`src/rtl/lsu_pkg.sv`:
```
// lsu_pkg -- shared definitions for the sequential load unit.
//   * funct3 encodings for the supported load types
//   * FSM state enum used by load_seq_unit
//   * size_bytes(): access size in bytes for a funct3, 0 if the code is not a load
//   * is_signed():  1 for loads whose result is sign-extended
// Configuration macro (used by load_seq_unit): LSU_MISALIGN_TRAP_EN.
package lsu_pkg;

    localparam logic [2:0] F3_LB  = 3'b000;
    localparam logic [2:0] F3_LH  = 3'b001;
    localparam logic [2:0] F3_LW  = 3'b010;
    localparam logic [2:0] F3_LD  = 3'b011;
    localparam logic [2:0] F3_LBU = 3'b100;
    localparam logic [2:0] F3_LHU = 3'b101;
    localparam logic [2:0] F3_LWU = 3'b110;

    typedef enum logic [2:0] {
        ST_IDLE  = 3'd0,
        ST_REQ0  = 3'd1,
        ST_WAIT0 = 3'd2,
        ST_REQ1  = 3'd3,
        ST_WAIT1 = 3'd4,
        ST_RESP  = 3'd5
    } lsu_state_t;

    // LD/LWU are reported with their natural size here; whether they are
    // legal for the configured word width is decided by the caller.
    function automatic logic [3:0] size_bytes(input logic [2:0] funct3);
        logic [3:0] size;
        case (funct3)
            F3_LB, F3_LBU: size = 4'd1;
            F3_LH, F3_LHU: size = 4'd2;
            F3_LW, F3_LWU: size = 4'd4;
            F3_LD:         size = 4'd8;
            default:       size = 4'd0;
        endcase
        return size;
    endfunction

    function automatic logic is_signed(input logic [2:0] funct3);
        return (funct3 == F3_LB) || (funct3 == F3_LH) || (funct3 == F3_LW);
    endfunction

endpackage

```
`src/rtl/load_extract.sv`:
```
// load_extract -- combinational extraction / alignment / extension of load data.
// Ports:
//   i_word   [2*DATA_W]  {hi, lo} memory words (hi = 0 for single-beat loads)
//   i_off    [OFF_W]     byte offset of the access inside the lo word
//   i_funct3 [3]         load type, selects size and signedness
//   o_data   [DATA_W]    extracted and extended result
module load_extract
    import lsu_pkg::*;
#(
    parameter int DATA_W = 32,
    parameter int OFF_W  = $clog2(DATA_W / 8)
) (
    input  logic [2*DATA_W-1:0] i_word,
    input  logic [OFF_W-1:0]    i_off,
    input  logic [2:0]          i_funct3,
    output logic [DATA_W-1:0]   o_data
);

    localparam int BYTES = DATA_W / 8;

    logic [DATA_W-1:0] w_shifted;
    logic [3:0]        w_size;
    logic              w_fill;

    // Only the low DATA_W bits survive the shift; the largest access is one word.
    assign w_shifted = DATA_W'(i_word >> {i_off, 3'b000});
    assign w_size    = size_bytes(i_funct3);

    always_comb begin
        w_fill = 1'b0;
        case (w_size)
            4'd1:    w_fill = w_shifted[7];
            4'd2:    w_fill = w_shifted[15];
            4'd4:    w_fill = w_shifted[31];
            default: w_fill = w_shifted[DATA_W-1];
        endcase
        if (!is_signed(i_funct3)) begin
            w_fill = 1'b0;
        end
    end

    genvar gi;
    generate
        for (gi = 0; gi < BYTES; gi++) begin : g_byte
            assign o_data[gi*8 +: 8] = (4'(gi) < w_size) ? w_shifted[gi*8 +: 8]
                                                        : {8{w_fill}};
        end
    endgenerate

endmodule

```
`src/rtl/load_seq_unit.sv`:
```
// load_seq_unit -- sequential load unit between the MEM stage and data memory.
// Takes one load at a time, issues one or two word-aligned reads on a
// single-outstanding memory port, and returns the extended result.
// Ports:
//   i_clk, i_rst                      clock, synchronous active-high reset
//   i_req_valid/o_req_ready           request handshake
//   i_req_addr [ADDR_W], i_req_funct3 byte address and load type
//   o_mem_req/i_mem_gnt, o_mem_addr   memory read request (word aligned)
//   i_mem_rvalid, i_mem_rdata         memory read data return
//   o_rsp_valid/i_rsp_ready           response handshake
//   o_rsp_data [DATA_W], o_rsp_err    result and reject flag
// Configuration macro: LSU_MISALIGN_TRAP_EN -- when defined, word-crossing
// loads are rejected with o_rsp_err instead of being split into two beats.
module load_seq_unit
    import lsu_pkg::*;
#(
    parameter int DATA_W = 32,
    parameter int ADDR_W = 32
) (
    input  logic              i_clk,
    input  logic              i_rst,
    input  logic              i_req_valid,
    output logic              o_req_ready,
    input  logic [ADDR_W-1:0] i_req_addr,
    input  logic [2:0]        i_req_funct3,
    output logic              o_mem_req,
    output logic [ADDR_W-1:0] o_mem_addr,
    input  logic              i_mem_gnt,
    input  logic              i_mem_rvalid,
    input  logic [DATA_W-1:0] i_mem_rdata,
    output logic              o_rsp_valid,
    input  logic              i_rsp_ready,
    output logic [DATA_W-1:0] o_rsp_data,
    output logic              o_rsp_err
);

    localparam int BYTES = DATA_W / 8;
    localparam int OFF_W = $clog2(BYTES);

    lsu_state_t        r_state;
    lsu_state_t        w_state_next;
    logic [ADDR_W-1:0] r_base;
    logic [OFF_W-1:0]  r_off;
    logic [2:0]        r_funct3;
    logic              r_err;
    logic [DATA_W-1:0] r_lo;
    logic [DATA_W-1:0] r_hi;
`ifndef LSU_MISALIGN_TRAP_EN
    logic              r_split;
`endif

    logic              w_req_fire;
    logic [3:0]        w_size;
    logic              w_legal;
    logic [OFF_W-1:0]  w_off;
    logic              w_split;
    logic              w_reject;
    logic [DATA_W-1:0] w_ext;

    assign w_req_fire = i_req_valid && (r_state == ST_IDLE);
    assign w_size     = size_bytes(i_req_funct3);
    // LD and LWU only exist when the word is 64 bits wide.
    assign w_legal    = (w_size != 4'd0) &&
                        ((DATA_W == 64) ||
                         ((i_req_funct3 != F3_LD) && (i_req_funct3 != F3_LWU)));
    assign w_off      = i_req_addr[OFF_W-1:0];
    assign w_split    = (int'(w_off) + int'(w_size)) > BYTES;
`ifdef LSU_MISALIGN_TRAP_EN
    assign w_reject   = !w_legal || w_split;
`else
    assign w_reject   = !w_legal;
`endif

    // State register and captured request / data.
    always_ff @(posedge i_clk) begin
        if (i_rst) begin
            r_state  <= ST_IDLE;
            r_base   <= '0;
            r_off    <= '0;
            r_funct3 <= '0;
            r_err    <= 1'b0;
            r_lo     <= '0;
            r_hi     <= '0;
`ifndef LSU_MISALIGN_TRAP_EN
            r_split  <= 1'b0;
`endif
        end else begin
            r_state <= w_state_next;
            if (w_req_fire) begin
                r_base   <= {i_req_addr[ADDR_W-1:OFF_W], {OFF_W{1'b0}}};
                r_off    <= w_off;
                r_funct3 <= i_req_funct3;
                r_err    <= w_reject;
                r_lo     <= '0;
                r_hi     <= '0;   // single-beat loads see zeros above the lo word
`ifndef LSU_MISALIGN_TRAP_EN
                r_split  <= w_split;
`endif
            end
            if ((r_state == ST_WAIT0) && i_mem_rvalid) begin
                r_lo <= i_mem_rdata;
            end
`ifndef LSU_MISALIGN_TRAP_EN
            if ((r_state == ST_WAIT1) && i_mem_rvalid) begin
                r_hi <= i_mem_rdata;
            end
`endif
        end
    end

    // Next state and outputs.
    always_comb begin
        w_state_next = r_state;
        o_req_ready  = 1'b0;
        o_mem_req    = 1'b0;
        o_mem_addr   = '0;
        o_rsp_valid  = 1'b0;
        o_rsp_data   = '0;
        o_rsp_err    = 1'b0;
        case (r_state)
            ST_IDLE: begin
                o_req_ready = 1'b1;
                if (w_req_fire) begin
                    w_state_next = w_reject ? ST_RESP : ST_REQ0;
                end
            end
            ST_REQ0: begin
                o_mem_req  = 1'b1;
                o_mem_addr = r_base;
                if (i_mem_gnt) begin
                    w_state_next = ST_WAIT0;
                end
            end
            ST_WAIT0: begin
                if (i_mem_rvalid) begin
`ifdef LSU_MISALIGN_TRAP_EN
                    w_state_next = ST_RESP;
`else
                    w_state_next = r_split ? ST_REQ1 : ST_RESP;
`endif
                end
            end
`ifndef LSU_MISALIGN_TRAP_EN
            ST_REQ1: begin
                o_mem_req  = 1'b1;
                // Next word; wraps to 0 at the top of the address space.
                o_mem_addr = r_base + ADDR_W'(BYTES);
                if (i_mem_gnt) begin
                    w_state_next = ST_WAIT1;
                end
            end
            ST_WAIT1: begin
                if (i_mem_rvalid) begin
                    w_state_next = ST_RESP;
                end
            end
`endif
            ST_RESP: begin
                o_rsp_valid = 1'b1;
                o_rsp_err   = r_err;
                o_rsp_data  = r_err ? '0 : w_ext;
                if (i_rsp_ready) begin
                    w_state_next = ST_IDLE;
                end
            end
            default: begin
                w_state_next = ST_IDLE;
            end
        endcase
    end

    load_extract #(
        .DATA_W (DATA_W),
        .OFF_W  (OFF_W)
    ) u_extract (
        .i_word   ({r_hi, r_lo}),
        .i_off    (r_off),
        .i_funct3 (r_funct3),
        .o_data   (w_ext)
    );

endmodule

```
`config.mk`:
```
export PLATFORM = sky130hd
export DESIGN_NAME = load_seq_unit
export DESIGN_NICKNAME = d
export VERILOG_FILES = /design/src/rtl/lsu_pkg.sv /design/src/rtl/load_extract.sv /design/src/rtl/load_seq_unit.sv
export SDC_FILE = /design/constraint.sdc
export NUM_CORES = 1
export LEC_CHECK = 0
export CAP_MARGIN = 20
export CORE_MARGIN = 10
export CORE_UTILIZATION = 45
export CTS_CLUSTER_SIZE = 24
export DETAILED_ROUTE_END_ITERATION = 8
export PLACE_DENSITY = 0.79
export REMOVE_ABC_BUFFERS = 1
export SYNTH_ARGS = -nofsm -noshare
export SYNTH_HDL_FRONTEND = slang
export SYNTH_SLANG_ARGS = --single-unit
```
`constraint.sdc`:
```
create_clock -name i_clk -period 2.1 [get_ports i_clk]
set_clock_uncertainty 0.05 [all_clocks]
set_input_delay 0.21 -clock i_clk [delete_from_list [all_inputs] [get_ports i_clk]]
set_output_delay 0.21 -clock i_clk [all_outputs]
set_load 0.1 [all_outputs]
```
Yosys cells after proc, flatten, opt, wreduce, memory -nomap -nowiden
Cells that the tools add are included.
Storage, ports and cells
  register bits after elaboration: 104
  bits in latches: 0
  bits in writable memories: 0
  ROM bits: 0
  input bits: 73
  output and inout bits: 68
  logic and storage cells: 92
  memories kept: 0
Operators by class
  add/sub/neg operators: 2
  multipliers: 0
  div/mod/pow operators: 0
  magnitude comparators: 5
  equality and inequality tests: 27
  shift operators: 1
  muxes and demuxes: 27
  bitwise operators: 0
  reduce and logical (&&, ||, !) cells: 22
Operators by type and width (count)
  $mux 32: 5
  $pmux 32 s2: 1
  $shr 64x5->32: 1
  $add 32x3->32 const B: 1
  $mux 8: 4
  $pmux 4 s4: 2
  $eq 3x3->1 const B: 8
  $mux 3: 8
  $eq 3x2->1 const B: 6
  $pmux 3 s6: 1
  $reduce_or 2->1: 7
  $ne 2x2->1 const B: 6
  $eq 3x1->1 const B: 3
  $logic_not 3->1: 3
  $lt 1x4->1 const A: 2
  $lt 2x4->1 const A: 2
  $reduce_and 6->1: 1
  $add 2x4->5: 1
  $gt 5x3->1 const B: 1
  $logic_and 1x1->1: 5
  $mux 1: 5
  $eq 4x1->1 const B: 1
  $eq 4x2->1 const B: 1
  $reduce_bool 2->1: 2
  other kinds (6): 7

Logic depth before layout (Yosys ltp)
  depth after elaboration: 9
  gate-level depth with buffers: 8
  depth with buffers taken out: 8

Cells and area by module
From an unflattened synthesis, not the netlist that was laid out.
Unflattened totals
  cell total of the unflattened synthesis: 812
  area, all modules: 6237.2 um^2
By module, submodules not included
  load_seq_unit: instances 1, cells an instance 678, area an instance 5076.1 um^2, sequential area each 2082.0 um^2
  load_extract: instances 1, cells an instance 134, area an instance 1161.1 um^2, sequential area each 0.0 um^2

Worst setup path after synthesis
Ideal clock, no wire load.
  kind: register -> register
  start: register r_state[1]
  end: register r_split
  library setup time: 0.086 ns
  arrival: 3.598 ns
  required time: 1.964 ns
  path slack: -1.633 ns
  cell stages (with the launch flop): 7
  buffers on the path: 3
  clock period less this slack: 3.733 ns
  cell sequence: dfxtp_1 > buf_2 > nor3_1 > nand2_1 > clkbuf_1 > clkbuf_1 > a211oi_1
Between the ends
  cells in the longest elaborated chain, start to end: 2
RTL lines
  start, declared: line load_seq_unit.sv:40  | lsu_state_t r_state;
  start signal, assigned: line load_seq_unit.sv:88  | r_state <= w_state_next;
  $logic_not 3->1: line load_seq_unit.sv:60  | assign w_req_fire = i_req_valid && (r_state == ST_IDLE);
  $logic_and 1x1->1: line load_seq_unit.sv:60
  end signal, assigned: line load_seq_unit.sv:97  | r_split <= w_split;
  end, declared: line load_seq_unit.sv:49  | logic r_split;
Every way passes these cells.
A chain may end at the register's enable or synchronous reset.

Worst setup path after layout
  start: register r_base[10]
  end: output port o_mem_addr[24]
Between the ends
  cells in the longest elaborated chain, start to end: 2
RTL lines
  start, declared: line load_seq_unit.sv:42  | logic [ADDR_W-1:0] r_base;
  start signal, assigned: line load_seq_unit.sv:90  | r_base <= {i_req_addr[ADDR_W-1:OFF_W], {OFF_W{1'b0}}};
  $add 32x3->32: line load_seq_unit.sv:147  | o_mem_addr = r_base + ADDR_W'(BYTES);
  $pmux 32 s2: line load_seq_unit.sv:120  | case (r_state)
  end, declared: line load_seq_unit.sv:27  | output logic [ADDR_W-1:0] o_mem_addr,
Every way passes these cells.

==> summary.md <==
| Metric | Value |
|---|---|
| Status | finished, violations left |
| Failing checks | negative setup slack |
| Largest family of logic cells by synthesized area | simple AND/OR/NAND/NOR gates |
| Antenna cells | 0 |
| Max Slew Vio Count | 0 |
| Combinational fraction of design power | between 30% and 40% |
| DR vias | around 6,700 |
| Net Sw Frac | approximately 36% |
| Clock-pin slew on the worst setup and hold paths | 0.06 ns |
| Max Freq | ~0.40 GHz |
| Layout cells sized above 1 | between 30% and 40% |
| FF+latch count, synth | 96 |
| Synth async-reset ratio | 0% |
| Flop pwr share | between 30 and 40% |
| Die area | between 15,000 and 20,000 sq um |
| Net Switching | roughly 2.1 mW |
| Initial antenna violation count | 0 |
| Post-synth EDFFs | 0 |
| Setup CP Type | register to output pin |
| 1st-iter DRT viols | 818 |
| Max Fanout on Critical Path | 6 |
| Clk_lat worst skew | between 0.3 and 0.4 ns |
| Setup slack after layout | -0.424 ns |
| # setup viols final | 54 |
| CTS root buf | clkbuf_16 |
| Synth Area in XOR/XNOR | under 10% |
| Die X | ~130 microns |
| Post-DP HPWL | approximately 14,000 microns |
| Std-Cell Rows | 40 |
| Actual slew at the worst max-slew pin | roughly 0.65 ns |
| Placed cell area | between 8000 and 9000 sq um |
| Worst slew margin | a little under three fifths |
| Post-route DRC | 0 |
| Total of max-cap violations | 0 |
| Nets | between 900 and 1,000 |
| Period utilization | 120% |
| Setup crit end kind | output pin |
| Placed insts | approximately 1,000 |
| Tot GR Track Use | between 20% and 30% |
| First-pass GRT wire length | 34,800 microns |
| Cell Int Power | about 3.7 mW |
| Final hold violation count | 0 |
| CTS tree | done |
| Drt total wl | between 20,000 and 25,000 microns |
| Post-synthesis sequential area ratio | about 34% |
| Number of global-route vias before repair | 6,619 |
| Leak | 3.28 nW |
| Main flop type after synthesis | dfxtp_1 |
| Fin crit period | around 2.5 ns |
| Hold slack | between 0.3 and 0.4 ns |
| Post-route ant nets | 0 |
| Pwr/cell area | approximately 600 nW/um^2 |
| Synth warnings | 0 |
| Mean Syn Cell Area | between 7 and 8 sq um |
| Distinct cells, synth | 45 |
| Core area | 12,100 sq um |
| H-tree depth | 3 |
| CP arrival | roughly 2.3 ns |
| Drt pass-1 iters | 6 |
| DR vias/cell | approximately 6.2 |
| Area delta synth->final | 70.2% |
| CP Launch Type | register |
| Finished Layout Cells | between 1,000 and 1,500 |
| Worst IR Drop VDD | roughly 0.52 mV |
| Compound-Gate Fraction of Synth Area | around 15% |
| Clk sink count | between 90 and 100 |
| # hold bufs at CTS | 0 |
| Largest net degree at the start of global routing | 63 |
| RSZ-0062 raised after global routing | true |
| Synth Area in Adders | 1.03% |
| DR WL/cell | ~21 microns |
| CTS max path bufs | 2 |
| Clock network power share | ~28% |
| Mux contribution to synthesized area | between 10 and 15% |
| Initial Util | between 40% and 50% |
| Pre-CTS setup slack | -0.206 ns |
| Number of I/O port buffers | about 140 |
| Post-route cell area | roughly 9500 sq um |
| Synth Area in Simple Gates | around 28% |
| Critical Path RT | ~1.8 ns |
| Num ports | 141 |
| Congestion Overflow GR | 0 |
| Mapped Area | about 5600 sq um |
| Gate Count Post-Synth | ~720 |
| DIE HEIGHT | about 130 microns |
| CTS buffer count | 9 |
| Final core occ | approximately four fifths |
| Worst Hold Class | input port to register |
| RePlAce Congestion | just under 0.9 |
power by group through the flow:
stage / clock (mW) / sequential [mW] / combinational [mW]
after floorplan: 0 / 2.13 / 0.894
after global placement: 0 / 2.06 / 1.73
after detailed placement: 0 / 2.08 / 1.76
after CTS: 1.64 / 2.05 / 1.95
after global routing: 1.70 / 2.08 / 2.17
final: 1.63 / 2.07 / 2.07
registers in the layout, summed over array words and instances (netlist names):
name,cells
r_funct3,3
r_state,3
r_err,1
r_base,30
r_lo,32
r_off,2
r_split,1
r_hi,24
per-stage QoR:
| step | setup TNS, ns | power [mW] |
|---|---|---|
| 2_1_floorplan | -381.92 | 3.03 |
| 3_3_place_gp | -1.36 | 3.79 |
| 3_5_place_dp | -2.35 | 3.84 |
| 4_1_cts | -13.76 | 5.65 |
| 5_1_grt | -17.43 | 5.95 |
| 6_report | -14.73 | 5.77 |
path summary, 6_finish.rpt:
| kind | endpoint | cells past startpoint | from | slack, ns |
|---|---|---|---|---|
| hold / removal | r_state[0] | 2 | i_rst | 0.34 |
| setup / recovery | o_mem_addr[24] | 8 | r_base[10] | -0.42 |
| setup reg to reg | r_hi[15] | 8 | r_state[1] | 0.12 |
| hold reg to reg | r_lo[0] | 2 | r_lo[0] | 0.42 |
per-layer routing:
| layer | vias to the layer above | share of wire [%] | GRT usage [%] |
|---|---|---|---|
| met4 | 0 | 5.1 | 12.3 |
| li1 | 2878 | - | - |
| met1 | 3206 | 36 | 27.3 |
| met3 | 113 | 10 | 7.01 |
| met5 | - | 0 | 0 |
| met2 | 472 | 49 | 40.9 |
cell usage after synthesis, types with 4 or more instances:
| cell | instances | area share [%] |
|---|---|---|
| or4_1 | 10 | 1.3 |
| or3_1 | 5 | 0.56 |
| mux2i_1 | 4 | 0.72 |
| clkbuf_1 | 40 | 2.7 |
| buf_2 | 12 | 1.1 |
| o31ai_1 | 10 | 1.3 |
| nor2b_1 | 11 | 1.2 |
| o21ai_0 | 10 | 0.90 |
| nand4_1 | 10 | 1.1 |
| nand2b_1 | 6 | 0.67 |
| dfxtp_1 | 96 | 34 |
| inv_1 | 15 | 1.0 |
| nand3_1 | 69 | 6.2 |
| and3_1 | 6 | 0.67 |
| and4_1 | 6 | 0.94 |
| buf_1 | 9 | 0.61 |
| a21oi_1 | 116 | 10 |
| xor2_1 | 10 | 1.6 |
| nand2_1 | 148 | 10 |
| mux4_2 | 31 | 13 |
| nor2_1 | 54 | 3.6 |
cell type report:
cell class	instances	area, sq um
clock buffers	13	280
clock inverters	2	12.5
fillers	722	2560
inverters	15	56.3
multi-input cells	540	3980
flip-flops and latches	96	1950
well taps	168	210
repair buffers	237	3020
cells by family (layout without fill, tap and decap cells):
| kind of cell | count (synthesis) | in the layout |
|---|---|---|
| AO/OA/AOI/OAI | 148 | 148 |
| XOR/XNOR | 13 | 13 |
| adder cells (fa/ha/maj) | 4 | 4 |
| buffers and inverters | 80 | 267 |
| flip-flops | 96 | 96 |
| multiplexers | 37 | 37 |
| other | 1 | 2 |
| AND/OR/NAND/NOR | 336 | 336 |
what timing repair did:
action / in CTS / in global routing
setup buffers: 23 / 11
cloned: 4 / 0
pin swaps: 34 / 24
setup endpoints to repair: 55 / 89
gates resized for setup: 139 / 56
critical path, cell delays in order (launching register included):
cell	delay (ns)
dfxtp_2	0.33
and4_4	0.27
nand4_1	0.12
buf_6	0.16
buf_6	0.12
buf_4	0.15
o31ai_1	0.44
a21oi_4	0.12
buf_12	0.19
cells in the final DEF, fill, tap and decap left out, types with 18 or more instances in the layout:
cell type and count:
buf_6 18, nand3_1 63, nor2_1 34, dfxtp_2 18
clkdlybuf4s50_1 71, dfxtp_1 77, a21oi_4 18, buf_12 72
buf_4 68, a21oi_1 93, nand2_1 145, mux4_2 31
Note: power is estimated with default switching activity, not from simulation.
